File: config.mk
export PLATFORM = sky130hd
export DESIGN_NAME = fp_addsub
export DESIGN_NICKNAME = d
export VERILOG_FILES = /design/src/rtl/fp_addsub.sv
export SDC_FILE = /design/constraint.sdc
export NUM_CORES = 1
export LEC_CHECK = 0
export CAP_MARGIN = 10
export CORE_MARGIN = 5
export CORE_UTILIZATION = 50
export CTS_BUF_LIST = sky130_fd_sc_hd__clkbuf_8 sky130_fd_sc_hd__clkbuf_16
export DETAILED_ROUTE_END_ITERATION = 10
export PLACE_DENSITY = 0.69
export SYNTH_ARGS = -nofsm -noshare
export SYNTH_HDL_FRONTEND = slang
export SYNTH_SLANG_ARGS = --single-unit
File: constraint.sdc
create_clock -name clk -period 16.4 [get_ports clk]
set_input_delay 3.28 -clock clk [delete_from_list [all_inputs] [get_ports clk]]
set_output_delay 3.28 -clock clk [all_outputs]
set_load 0.05 [all_outputs]
File: src/rtl/fp_addsub.sv
// Multi-cycle IEEE-style floating-point adder/subtractor (subnormals flushed, RNE).
// Fixed 4-cycle latency: ALIGN, ADD, NORM, ROUND; specials resolved at capture.
module fp_addsub #(
  parameter int EXP = 8,
  parameter int MAN = 23
) (
  input  logic             clk,
  input  logic             rst,
  input  logic             start,
  input  logic             op,
  input  logic [EXP+MAN:0] a,
  input  logic [EXP+MAN:0] b,
  output logic [EXP+MAN:0] out,
  output logic             valid,
  output logic             busy,
  output logic             overflow,
  output logic             invalid
);

  localparam int W  = EXP + MAN + 1;
  localparam int SW = MAN + 4;            // hidden + mantissa + guard/round/sticky
  localparam int LW = $clog2(SW + 1);
  localparam int EW = EXP + LW + 1;       // signed working exponent

  typedef enum logic [2:0] {S_IDLE, S_ALIGN, S_ADD, S_NORM, S_ROUND} state_t;

  state_t          r_state;
  logic [W-1:0]    r_a, r_b;
  logic            r_op;
  logic            r_spec, r_spec_inv;
  logic [W-1:0]    r_spec_out;
  logic [SW-1:0]   r_sig_l, r_sig_s, r_norm;
  logic [SW:0]     r_sum;
  logic [EW-1:0]   r_exp;
  logic            r_sign, r_sub, r_zero;

  // Special-case detection on the live inputs at capture time
  logic [EXP-1:0]  w_ea_in, w_eb_in;
  logic [MAN-1:0]  w_ma_in, w_mb_in;
  logic            w_sa_in, w_sb_in;
  logic            w_nan_a, w_nan_b, w_inf_a, w_inf_b, w_zero_a, w_zero_b;
  logic            w_spec, w_spec_inv;
  logic [W-1:0]    w_spec_out;

  assign w_sa_in  = a[W-1];
  assign w_sb_in  = b[W-1] ^ op;
  assign w_ea_in  = a[W-2:MAN];
  assign w_eb_in  = b[W-2:MAN];
  assign w_ma_in  = a[MAN-1:0];
  assign w_mb_in  = b[MAN-1:0];
  assign w_nan_a  = (&w_ea_in) & (|w_ma_in);
  assign w_nan_b  = (&w_eb_in) & (|w_mb_in);
  assign w_inf_a  = (&w_ea_in) & ~(|w_ma_in);
  assign w_inf_b  = (&w_eb_in) & ~(|w_mb_in);
  assign w_zero_a = ~(|w_ea_in);
  assign w_zero_b = ~(|w_eb_in);

  always_comb begin
    w_spec     = 1'b0;
    w_spec_inv = 1'b0;
    w_spec_out = '0;
    if (w_nan_a || w_nan_b || (w_inf_a && w_inf_b && (w_sa_in != w_sb_in))) begin
      w_spec                = 1'b1;
      w_spec_inv            = 1'b1;
      w_spec_out[W-2:MAN]   = '1;
      w_spec_out[MAN-1]     = 1'b1;
    end else if (w_inf_a) begin
      w_spec     = 1'b1;
      w_spec_out = a;
    end else if (w_inf_b) begin
      w_spec              = 1'b1;
      w_spec_out[W-1]     = w_sb_in;
      w_spec_out[W-2:MAN] = '1;
    end else if (w_zero_a && w_zero_b) begin
      w_spec          = 1'b1;
      w_spec_out[W-1] = w_sa_in & w_sb_in;
    end
  end

  // ALIGN: order by magnitude and right-shift the smaller significand
  logic [EXP-1:0]  w_ea, w_eb, w_exp_l, w_exp_s, w_diff;
  logic [W-2:0]    w_mag_a, w_mag_b;
  logic            w_sa, w_sb, w_swap;
  logic [SW-1:0]   w_sig_a, w_sig_b, w_sig_l, w_sig_raw, w_sig_s;

  assign w_ea      = r_a[W-2:MAN];
  assign w_eb      = r_b[W-2:MAN];
  assign w_sa      = r_a[W-1];
  assign w_sb      = r_b[W-1] ^ r_op;
  assign w_mag_a   = (w_ea == '0) ? '0 : r_a[W-2:0];
  assign w_mag_b   = (w_eb == '0) ? '0 : r_b[W-2:0];
  assign w_sig_a   = (w_ea == '0) ? '0 : {1'b1, r_a[MAN-1:0], 3'b000};
  assign w_sig_b   = (w_eb == '0) ? '0 : {1'b1, r_b[MAN-1:0], 3'b000};
  assign w_swap    = w_mag_b > w_mag_a;
  assign w_exp_l   = w_swap ? w_eb : w_ea;
  assign w_exp_s   = w_swap ? w_ea : w_eb;
  assign w_sig_l   = w_swap ? w_sig_b : w_sig_a;
  assign w_sig_raw = w_swap ? w_sig_a : w_sig_b;
  assign w_diff    = w_exp_l - w_exp_s;

  always_comb begin
    w_sig_s = '0;
    if (32'(w_diff) >= 32'(MAN + 3)) begin
      w_sig_s[0] = |w_sig_raw;
    end else begin
      w_sig_s    = w_sig_raw >> w_diff;
      w_sig_s[0] = w_sig_s[0] | (|(w_sig_raw & ~({SW{1'b1}} << w_diff)));
    end
  end

  // NORM: leading-zero count of the non-carry sum
  logic [LW-1:0]   w_lzc;
  logic            w_found;

  always_comb begin
    w_lzc   = '0;
    w_found = 1'b0;
    for (int unsigned i = 0; i < SW; i++) begin
      if (!w_found && r_sum[SW-1-i]) begin
        w_lzc   = LW'(i);
        w_found = 1'b1;
      end
    end
  end

  // ROUND: round-to-nearest-even, then underflow/overflow resolution
  logic            w_rup, w_uflow, w_oflow;
  logic [MAN+1:0]  w_rmant;
  logic [EW-1:0]   w_rexp;
  logic [W-1:0]    w_res;
  logic            w_res_ov, w_res_inv;

  assign w_rup   = r_norm[2] & (r_norm[1] | r_norm[0] | r_norm[3]);
  assign w_rmant = {1'b0, r_norm[SW-1:3]} + (MAN+2)'(w_rup);
  assign w_rexp  = r_exp + EW'(w_rmant[MAN+1]);
  assign w_uflow = r_exp[EW-1] | (r_exp == '0);
  assign w_oflow = w_rexp >= EW'({EXP{1'b1}});

  always_comb begin
    w_res     = '0;
    w_res_ov  = 1'b0;
    w_res_inv = 1'b0;
    if (r_spec) begin
      w_res     = r_spec_out;
      w_res_inv = r_spec_inv;
    end else if (r_zero) begin
      w_res = '0;
    end else if (w_uflow) begin
      w_res[W-1] = r_sign;
    end else if (w_oflow) begin
      w_res[W-1]     = r_sign;
      w_res[W-2:MAN] = '1;
      w_res_ov       = 1'b1;
    end else begin
      w_res = {r_sign, w_rexp[EXP-1:0], w_rmant[MAN-1:0]};
    end
  end

  always_ff @(posedge clk) begin
    if (rst) begin
      r_state    <= S_IDLE;
      r_a        <= '0;
      r_b        <= '0;
      r_op       <= 1'b0;
      r_spec     <= 1'b0;
      r_spec_inv <= 1'b0;
      r_spec_out <= '0;
      r_sig_l    <= '0;
      r_sig_s    <= '0;
      r_sum      <= '0;
      r_norm     <= '0;
      r_exp      <= '0;
      r_sign     <= 1'b0;
      r_sub      <= 1'b0;
      r_zero     <= 1'b0;
      out        <= '0;
      valid      <= 1'b0;
      busy       <= 1'b0;
      overflow   <= 1'b0;
      invalid    <= 1'b0;
    end else begin
      valid <= 1'b0;
      case (r_state)
        S_IDLE: begin
          if (start) begin
            r_a        <= a;
            r_b        <= b;
            r_op       <= op;
            r_spec     <= w_spec;
            r_spec_out <= w_spec_out;
            r_spec_inv <= w_spec_inv;
            busy       <= 1'b1;
            r_state    <= S_ALIGN;
          end
        end
        S_ALIGN: begin
          r_sig_l <= w_sig_l;
          r_sig_s <= w_sig_s;
          r_exp   <= EW'(w_exp_l);
          r_sign  <= w_swap ? w_sb : w_sa;
          r_sub   <= w_sa ^ w_sb;
          r_state <= S_ADD;
        end
        S_ADD: begin
          r_sum   <= r_sub ? ({1'b0, r_sig_l} - {1'b0, r_sig_s})
                           : ({1'b0, r_sig_l} + {1'b0, r_sig_s});
          r_state <= S_NORM;
        end
        S_NORM: begin
          if (r_sum[SW]) begin
            r_norm <= {r_sum[SW:2], r_sum[1] | r_sum[0]};
            r_exp  <= r_exp + EW'(1);
          end else begin
            r_norm <= r_sum[SW-1:0] << w_lzc;
            r_exp  <= r_exp - EW'(w_lzc);
          end
          r_zero  <= (r_sum == '0);
          r_state <= S_ROUND;
        end
        S_ROUND: begin
          out      <= w_res;
          overflow <= w_res_ov;
          invalid  <= w_res_inv;
          valid    <= 1'b1;
          busy     <= 1'b0;
          r_state  <= S_IDLE;
        end
        default: r_state <= S_IDLE;
      endcase
    end
  end

endmodule

# Word level (Yosys, flattened, before mapping)
# Cells that the tools add are included.
[op_classes]
addsub = 7
n_mul = 0
div_mod_pow = 0
n_lt_le_gt_ge = 3
n_eq_ne = 6
n_shift = 3
n_mux = 95
bitwise = 20
reduce_logical = 74
[ops]
columns = ["op", "count"]
rows = [
  ["$mux W27", 5],
  ["$mux W5", 25],
  ["$mux W31", 3],
  ["$mux W32", 2],
  ["$reduce_or A27 Y1", 2],
  ["$mux W23", 2],
  ["$reduce_or A23 Y1", 2],
  ["$mux W1", 44],
  ["$mux W8", 4],
  ["$gt A31 B31 Y1", 1],
  ["$logic_and A1 B1 Y1", 29],
  ["$add A27 B27 Y28", 1],
  ["$logic_not A28 Y1", 1],
  ["$mux W28", 1],
  ["$pmux W14 S2", 1],
  ["$sub A27 B27 Y28", 1],
  ["$and A27 B27 Y27", 1],
  ["$not A27 Y27", 1],
  ["$shl A27 B5 Y27", 1],
  ["$shl A27 B8 Y27 const A", 1],
  ["$shr A27 B8 Y27", 1],
  ["$logic_not A1 Y1", 26],
  ["$mux W26", 1],
  ["$add A24 B1 Y25", 1],
  ["29 further kinds", 51],
]
[totals]
ff_bits = 264
latchBits = 0
mem_bits_rw = 0
romBits = 0
inputBits = 68
out_inout_bits = 36
n_memories = 0

# Depth between registers and ports, before layout
# Gate-level depths: netlist of run 1.
[logic_depth]
word_depth = 82
depth_mapped = 30

# Least setup slack after synthesis of run 1
# Ideal clock, no wire load.
[synth_timing]
path_kind = "register to register"
startpoint = "register r_b[24]"
endpoint = "register r_sig_s[1]"
setup_time_ns = 0.076
arrival_ns = 6.188
slack_ns = 10.137
path_stages_with_launch = 27
path_buffers = 5
period_less_slack_ns = 6.263
path_cell_list = "dfxtp_1 > clkbuf_1 > nor4_1 > nand2_1 > clkbuf_1 > nand2_1 > inv_1 > ha_1 > and2_1 > a221o_1 > a221oi_1 > a21boi_1 > nor2_1 > clkbuf_1 > clkbuf_1 > clkbuf_1 > a21oi_1 > ha_1 > a211oi_1 > o21ai_0 > a311oi_1 > and2_1 > xor2_2 > nand3_1 > nor3_1 > nand2_1 > o22ai_1"
[synth_via]
elab_chain_cells = 7
elab_cells_between_ends = 11
cone_classes = "1 x add/sub; 2 x order compare; 1 x shift; 6 x mux; 1 x reduce/logical"
[synth_lines]
columns = ["item", "line", "rtl"]
rows = [
  ["from (decl)", "28", "logic [W-1:0] r_a, r_b;"],
  ["from (signal assigned)", "163", "r_b <= '0;"],
  ["from (signal assigned)", "187", "r_b <= b;"],
  ["$logic_not A8 Y1", "91, 93", ""],
  ["$mux W31", "91", "assign w_mag_b = (w_eb == '0) ? '0 : r_b[W-2:0];"],
  ["$gt A31 B31 Y1", "94", "assign w_swap = w_mag_b > w_mag_a;"],
  ["$mux W8, on equally long branches", "95, 96", ""],
  ["$sub A8 B8 Y8", "99", "assign w_diff = w_exp_l - w_exp_s;"],
  ["$shr A27 B8 Y27 / $ge A8 B5 Y1 (equally long branches)", "106, 103", ""],
  ["$mux W26 *", "103", "if (32'(w_diff) >= 32'(MAN + 3)) begin"],
  ["to (signal assigned)", "198", "r_sig_s <= w_sig_s;"],
  ["to (decl)", "32", "logic [SW-1:0] r_sig_l, r_sig_s, r_norm;"],
]
# Every way passes the cells marked *; elsewhere a longest branch is shown, timed or not.
# A chain may end at the register's enable or synchronous reset.

# Final worst setup path of run 1
[layout_timing]
startpoint = "register r_b[28]"
endpoint = "register r_sig_s[1]"
# Same word-level chain as after synthesis.

==> results of run 1 <==
==> layout make-up <==
| class | instances | area, um2 |
|---|---|---|
| Tap cell | 461 | 576.8 |
| Multi-Input combinational cell | 1985 | 11910 |
| Fill cell | 3423 | 15260 |
| Clock inverter | 18 | 177.7 |
| Timing Repair Buffer | 136 | 1280 |
| Inverter | 69 | 259.0 |
| Clock buffer | 39 | 885.9 |
| Sequential cell | 261 | 5225 |
==> sequential cells by signal, summed over array words and instances (netlist names) <==
| signal | count |
|---|---|
| r_spec_out | 32 |
| busy | 1 |
| valid | 1 |
| r_state | 3 |
| r_norm | 27 |
| r_b | 32 |
| r_op | 1 |
| out | 32 |
| r_sign | 1 |
| invalid | 1 |
| r_sum | 28 |
| r_a | 32 |
| r_exp | 14 |
| r_zero | 1 |
| r_spec_inv | 1 |
| r_sig_l | 24 |
| r_spec | 1 |
| r_sub | 1 |
| r_sig_s | 27 |
| overflow | 1 |
==> worst max-delay path by stage <==
stage	endpoint	startpoint
after floorplan	r_sig_s[1]	r_b[24]
after global placement	r_sig_s[1]	r_b[27]
after detailed placement	r_sig_s[1]	r_b[27]
after CTS	r_sig_s[1]	r_b[27]
after global routing	r_sig_s[3]	r_b[27]
final	r_sig_s[1]	r_b[28]
==> report_power, final <==
| group | leakage [nW] | internal, mW | switching, mW |
|---|---|---|---|
| registers | 2.12 | 0.679 | 0.0703 |
| logic | 5.21 | 0.688 | 1.21 |
| clock network | 0.559 | 0.427 | 0.279 |
| total | 7.89 | 1.79 | 1.56 |
==> routing by layer <==
metal | vias to the layer above | part of all wire
li1 | 8894 | -
met1 | 8670 | 0.42
met2 | 618 | 0.48
met3 | 147 | 0.049
met4 | 0 | 0.050
met5 | - | 0
==> critical path, cell delays in order, from the launching register on <==
cell and delay [ns]:
dfxtp_1 0.37, nor4_1 0.42, nand2_1 0.66, and2_1 0.48, ha_1 0.30, nand4_1 0.11
nor4_1 0.56, nand2_1 0.19, a311oi_2 0.55, nor2_4 0.07, buf_4 0.32, nor2_1 0.16
a21oi_1 0.05, ha_1 0.23, a211oi_1 0.24, o21ai_0 0.13, a311oi_1 0.51, and2_1 0.30
xor2_2 0.47, nand3_1 0.36, nor3_1 0.66, nand2_1 0.10, o22ai_1 0.18
==> cells by family (layout without fill, tap and decap cells) <==
group,count (synthesis),count (layout),share of synthesized area
and+or+nand+nor,1014,1014,0.2544
AOI/OAI and AO/OA,720,720,0.2494
DFF,261,261,0.2897
buffers and inverters,254,262,0.05362
xor gates and xnor gates,95,95,0.04654
muxes,79,79,0.05258
adders and majority gates,77,77,0.05383
==> synthesized netlist by cell type, drive strengths merged, types with 5 or more instances <==
library cell and count:
a211oi 49, a21boi 15, a21o 17, a21oi 294, a221oi 38, a22oi 22, a2bb2oi 5, a311oi 7
a31oi 16, a32oi 10, and2 27, and3 46, buf 24, clkbuf 161, dfxtp 261, ha 76
inv 68, mux2 16, mux2i 52, mux4 11, nand2 386, nand2b 13, nand3 77, nand4 16
nor2 277, nor2b 12, nor3 84, nor3b 6, nor4 32, o211ai 31, o21a 22, o21ai 122
o22ai 15, o31a 5, o31ai 8, or3 18, or4 6, xnor2 67, xor2 28
==> stage by stage <==
step / worst slack (ns) / total power [mW] / cell area, um2 / util
3_3_place_gp: 9.249 / 2.612 / 19250 / 0.5412
3_5_place_dp: 9.186 / 2.621 / 19250 / 0.5412
4_1_cts: 9.124 / 3.336 / 20310 / 0.5711
5_1_grt: 8.318 / 3.576 / 20310 / 0.5711
2_1_floorplan: 10.14 / 2.134 / 18040 / -
6_report: 8.867 / 3.351 / 20310 / 0.5711
==> summary.txt, run 1 <==
Clocking
  – Clock Tree Root: clkbuf_16
  – # H-tree levels: 1
  – Setup bufs post-CTS: 0
  – Post-CTS Resized: 0
  – TritonCTS clock tree: done
  – CTS Buffer Depth: 3
  – CTS Buf Count: 31
  – Latest clock arrival within the worst-skew pair: 0.58 ns
  – Reg clk slew, reported paths: 0.06 ns
  – Cts hold-fix bufs: 0
  – Clock sinks: 261

Yosys
  – Synth cell types: 83
  – Predominant post-synthesis flop cell: dfxtp_1
  – Top-area cell type share of the netlist area: 0.2897
  – Post-Syn Area per Cell: 7.215 um2
  – Yosys reg bits: 261
  – Syn_nets: 2645
  – FFs w/ async S/R, synth: 0
  – Sequential area share after synthesis: 0.2897
  – Synth warn: 0
  – EDFF count, synth: 0
  – Synth top area cells: dfxtp_1, a21oi_1, nand2_1
  – Area leader, netlist: dfxtp_1
  – Syn Inst Count: 2500
  – Mapped cell area: 18040 um2

Finish
  – Commonest cells after routing, fill and taps aside: nand2_1, a21oi_1, nor2_1
  – Diodes inserted: 0
  – Layout cells sized above 1: 0.05901
  – Final net count: 2629
  – Post-Layout Cell Count: 2969
  – Commonest non-fill, non-tap cell in the layout: nand2_1
  – Syn-to-layout area delta: 12.61%

Global routing
  – Total gr overflow: 0
  – GR Util met1: 0.3884
  – M2 GR Usage: 0.5180
  – Antenna violations before repair: 0
  – First-pass GRT wire length: 97.30 mm
  – Grt met3 use: 0.02820
  – Most Crowded Layer GR: met2
  – Vias in the first global route: 17120
  – Gr usage total: 0.3020
  – Largest net degree at the start of global routing: 90

STA
  – Clk_skew: 0.01209 ns
  – Final Hold Viols: 0
  – Worst-margin pin slew: 1.110 ns
  – Crit path time final: 7.533 ns
  – WHS: 0.4552 ns
  – Final Setup Violations: 0
  – Fmax: 0.1328 GHz
  – Setup Total Neg Slack: 0 ns
  – Slew Viols, Final: 0
  – Worst relative slew slack: 0.2584
  – Period utilization: 0.4593
  – RSZ-0062 raised after global routing: false

Min path
  – Worst hold-check path type: reg2reg
  – Hold Path Cell Cnt: 2
  – Hold path startpoint: r_a[1]
  – Worst hold endpoint: r_a[1]

Route
  – Vias/cell: 6.173
  – Post-Route WL: 61.94 mm
  – DR vias: 18330
  – Avg WL per Cell: 20.86 um
  – DRC: 0
  – 1st-pass router iterations: 5
  – DRT iter0 DRCs: 1545
  – Antenna Violating Nets Remaining: 0

Power and ir drop
  – Power Density: 165.0 nW/um2
  – P_leak: 7.887 nW
  – Peak VDD IR: 234.9 uV

Critical path
  – Startpoint Class: register
  – FF-to-FF Start: r_b[28]
  – CP endpoint kind: register
  – Required @ worst endpoint: 16.90 ns
  – Reg2Reg Depth: 22
  – Worst endpoint data arrival time: 8.04 ns
  – Worst R2R Setup Slack: 8.87 ns
  – Crit Path Category: reg2reg
  – RR Endpoint: r_sig_s[1]
  – Worst Path Max Fanout: 50

Die
  – Initial Utilization: 0.5071
  – Die Height: 199.9 um
  – Core area: 35570 um2
  – Ports: 104
  – Die width: 199.9 um
  – Die area: 39980 um2
  – Rows: 69

Placed design
  – Placed Cells: 2912
  – PortBufs: 103
  – Post-DP HPWL: 45.91 mm
  – Routability cong.: 0.9829

Job
  – Max Cap Viol: 0

Outcome
  – Status: finished clean
(Power assumes the default switching activity.)
==> run 2: changes to the inputs <==
- PLACE_DENSITY: 0.69 -> 0.71
- clock period: 16.4 -> 6.6 ns (I/O delays scaled with it)
==> run 2 against run 1 <==
Power increased to 2.5 times the previous value; setup slack lost 8.4 ns; fmax is 24% higher; final cell count up 0.57%; largest power group unchanged; critical path depth is 2 higher; clock skew up 0.0023 ns; global-route usage fell by 0.26 points; core utilization up 0.49 points; critical endpoint is now r_exp[12]; first-iteration DRC count down 1.6%.
==> summary.txt, run 2 (same netlist as run 1, synthesis figures left out) <==
Outcome
  – Status: finished clean (unchanged)

Finish
  – Commonest cells after routing, fill and taps aside: nand2_1, a21oi_1, nor2_1 (unchanged)
  – Layout Utilization: 0.5760 (was 0.5711)
  – Layout cells sized above 1: 0.06772 (was 0.05901)
  – Diodes inserted: 0 (unchanged)
  – Syn-to-layout area delta: 13.57% (was 12.61%)
  – Commonest non-fill, non-tap cell in the layout: nand2_1 (unchanged)
  – Final net count: 2647 (was 2629)

Critical path
  – Startpoint Class: register (unchanged)
  – CP endpoint kind: register (unchanged)
  – FF-to-FF Start: r_sum[23] (was r_b[28])
  – Worst path top cell family by delay: compound AO/OA/AOI/OAI gates (was simple AND/OR/NAND/NOR gates)
  – WP buf/inv: 0 (was 1)
  – Crit-path max cell delay: 0.57 ns (was 0.66 ns)
  – Crit-path cells: nor4_2 > nand2_1 > or4_4 > or3_1 > a21oi_1 > o21a_1 > nor2_4 > ha_1 > xnor2_1 > nor2_1 > ha_1 > nor2b_1 > o21ai_0 > a21boi_0 > o21ai_0 > a21boi_0 > o21ai_0 > a21boi_0 > o21ai_0 > a21boi_0 > o21a_1 > or3_1 > a32oi_1 > nor2_1 (was nor4_1 > nand2_1 > and2_1 > ha_1 > nand4_1 > nor4_1 > nand2_1 > a311oi_2 > nor2_4 > buf_4 > nor2_1 > a21oi_1 > ha_1 > a211oi_1 > o21ai_0 > a311oi_1 > and2_1 > xor2_2 > nand3_1 > nor3_1 > nand2_1 > o22ai_1)
  – Critical-path top delay cell: or4_4 (was nand2_1)
  – Worst endpoint data arrival time: 6.53 ns (was 8.04 ns)
  – Reg2Reg Depth: 24 (was 22)
  – Worst R2R Setup Slack: 0.51 ns (was 8.87 ns)
  – Crit Path Category: reg2reg (unchanged)
  – Worst Path Max Fanout: 8 (was 50)
  – RR Endpoint: r_exp[12] (was r_sig_s[1])
  – Required @ worst endpoint: 7.04 ns (was 16.90 ns)

STA
  – Crit path time final: 6.095 ns (was 7.533 ns)
  – Worst relative slew slack: 0.2643 (was 0.2584)
  – Slew Viols, Final: 0 (unchanged)
  – Final Hold Viols: 0 (unchanged)
  – Fmax: 0.1641 GHz (was 0.1328 GHz)
  – Worst-margin pin slew: 1.092 ns (was 1.110 ns)
  – Final Setup Violations: 0 (unchanged)
  – Clk_skew: 0.01435 ns (was 0.01209 ns)
  – Period utilization: 0.9234 (was 0.4593)
  – RSZ-0062 raised after global routing: false (unchanged)
  – Setup Total Neg Slack: 0 ns (unchanged)

Clocking
  – Reg clk slew, reported paths: 0.06 ns (about the same)
  – # H-tree levels: 1 (unchanged)
  – Clock Tree Root: clkbuf_16 (unchanged)
  – Latest clock arrival within the worst-skew pair: 0.58 ns (about the same)
  – TritonCTS clock tree: done (unchanged)
  – Clock sinks: 261 (unchanged)
  – Cts hold-fix bufs: 0 (unchanged)
  – CTS Buffer Depth: 3 (unchanged)
  – CTS Buf Count: 29 (was 31)

Power and ir drop
  – P_leak: 7.975 nW (was 7.887 nW)
  – Internal power: 4.563 mW (was 1.794 mW)
  – Peak VDD IR: 253.4 uV (was 234.9 uV)
  – Power share of the combinational group: 0.569 (was 0.566)
  – Sequential Power Share: 0.220 (was 0.223)
  – Psw: 3.900 mW (was 1.557 mW)
  – Sw Ratio: 0.4609 (was 0.4646)
  – Power Density: 413.1 nW/um2 (was 165.0 nW/um2)
  – Clock Power Share: 0.211 (about the same)

Min path
  – Worst hold-check path type: reg2reg (unchanged)
  – Hold Path Cell Cnt: 2 (unchanged)
  – Worst hold endpoint: invalid (was r_a[1])
  – Hold path startpoint: invalid (was r_a[1])

Global routing
  – Largest net degree at the start of global routing: 156 (was 90)
  – Gr usage total: 0.2994 (was 0.3020)
  – Antenna violations before repair: 0 (unchanged)
  – First-pass GRT wire length: 96.86 mm (was 97.30 mm)
  – Total gr overflow: 0 (unchanged)
  – Vias in the first global route: 17530 (was 17120)

Placed design
  – PortBufs: 103 (unchanged)
  – Post-DP HPWL: 45.79 mm (was 45.91 mm)
  – Routability cong.: 1.004 (was 0.9829)

Die
  – Die width: 199.9 um (unchanged)
  – Core area: 35570 um2 (unchanged)
  – Rows: 69 (unchanged)
  – Die Height: 199.9 um (unchanged)
  – Die area: 39980 um2 (unchanged)
  – Initial Utilization: 0.5071 (unchanged)
  – Ports: 104 (unchanged)

Route
  – Post-Route WL: 61.67 mm (was 61.94 mm)
  – Vias/cell: 6.232 (was 6.173)
  – DR vias: 18610 (was 18330)
  – 1st-pass router iterations: 6 (was 5)
  – Antenna Violating Nets Remaining: 0 (unchanged)
  – DRT iter0 DRCs: 1521 (was 1545)
  – DRC: 0 (unchanged)
  – Avg WL per Cell: 20.65 um (was 20.86 um)

Job
  – Max Cap Viol: 0 (unchanged)
## run 2: power by group through the flow
stage	Sequential [mW]	Combinational [mW]	Clock (mW)
after global placement	1.89	4.65	0
after floorplan	1.80	3.50	0
after global routing	1.87	5.23	1.87
final	1.86	4.81	1.79
after CTS	1.86	4.72	1.80
after detailed placement	1.89	4.67	0
## run 2: tightest hold or removal path: stages, from the launching register on
cell and delay (ns):
dfxtp_1 0.31, nand2_1 0.05, a21oi_1 0.05
## run 2: worst max-delay path by stage
| stage | end | slack (ns) | cells after the start | startpoint |
|---|---|---|---|---|
| after detailed placement | r_sig_s[1] | 0.39 | 22 | r_b[24] |
| final | r_exp[12] | 0.51 | 24 | r_sum[23] |
| after CTS | r_sig_s[1] | 0.36 | 22 | r_b[24] |
| after floorplan | r_sig_s[1] | 0.34 | 26 | r_b[24] |
| after global routing | r_exp[12] | 0.03 | 24 | r_sum[23] |
| after global placement | r_sig_s[1] | 0.55 | 22 | r_b[24] |
## run 2: layout make-up
| cell class | count | area [um2] |
|---|---|---|
| timing repair buffer | 156 | 1459 |
| multi-input combinational | 1985 | 11920 |
| sequential | 261 | 5225 |
| fill | 3424 | 15080 |
| tap | 461 | 576.8 |
| clock buffer | 33 | 780.7 |
| inverter | 69 | 259.0 |
| clock inverter | 21 | 267.8 |
## run 2: per-layer routing
metal	track usage	wire, um	share of wire	up-vias
li1	-	-	-	8944
met2	0.5163	29520	0.48	753
met1	0.3782	25100	0.41	8733
met5	0	0	0	-
met4	0.1328	3413	0.055	0
met3	0.03357	3635	0.059	180
## run 2: timing repair
action	4_1_cts	5_1_grt
endpoints found under the hold margin	0	0
setup buffers	0	1
endpoints found under the setup margin	0	17
resized for setup	0	4
## run 2: through the flow
stage	worst slack (ns)	hold WS (ns)	power [mW]	instances	instance area [um2]
after floorplan	0.3366	0.4317	5.303	2500	18040
after global placement	0.5536	0.4441	6.538	2931	19420
after detailed placement	0.3852	0.4487	6.565	2931	19420
after CTS	0.3583	0.4578	8.378	2985	20470
after global routing	0.02562	0.4748	8.968	2986	20490
final	0.5054	0.4555	8.463	2986	20490
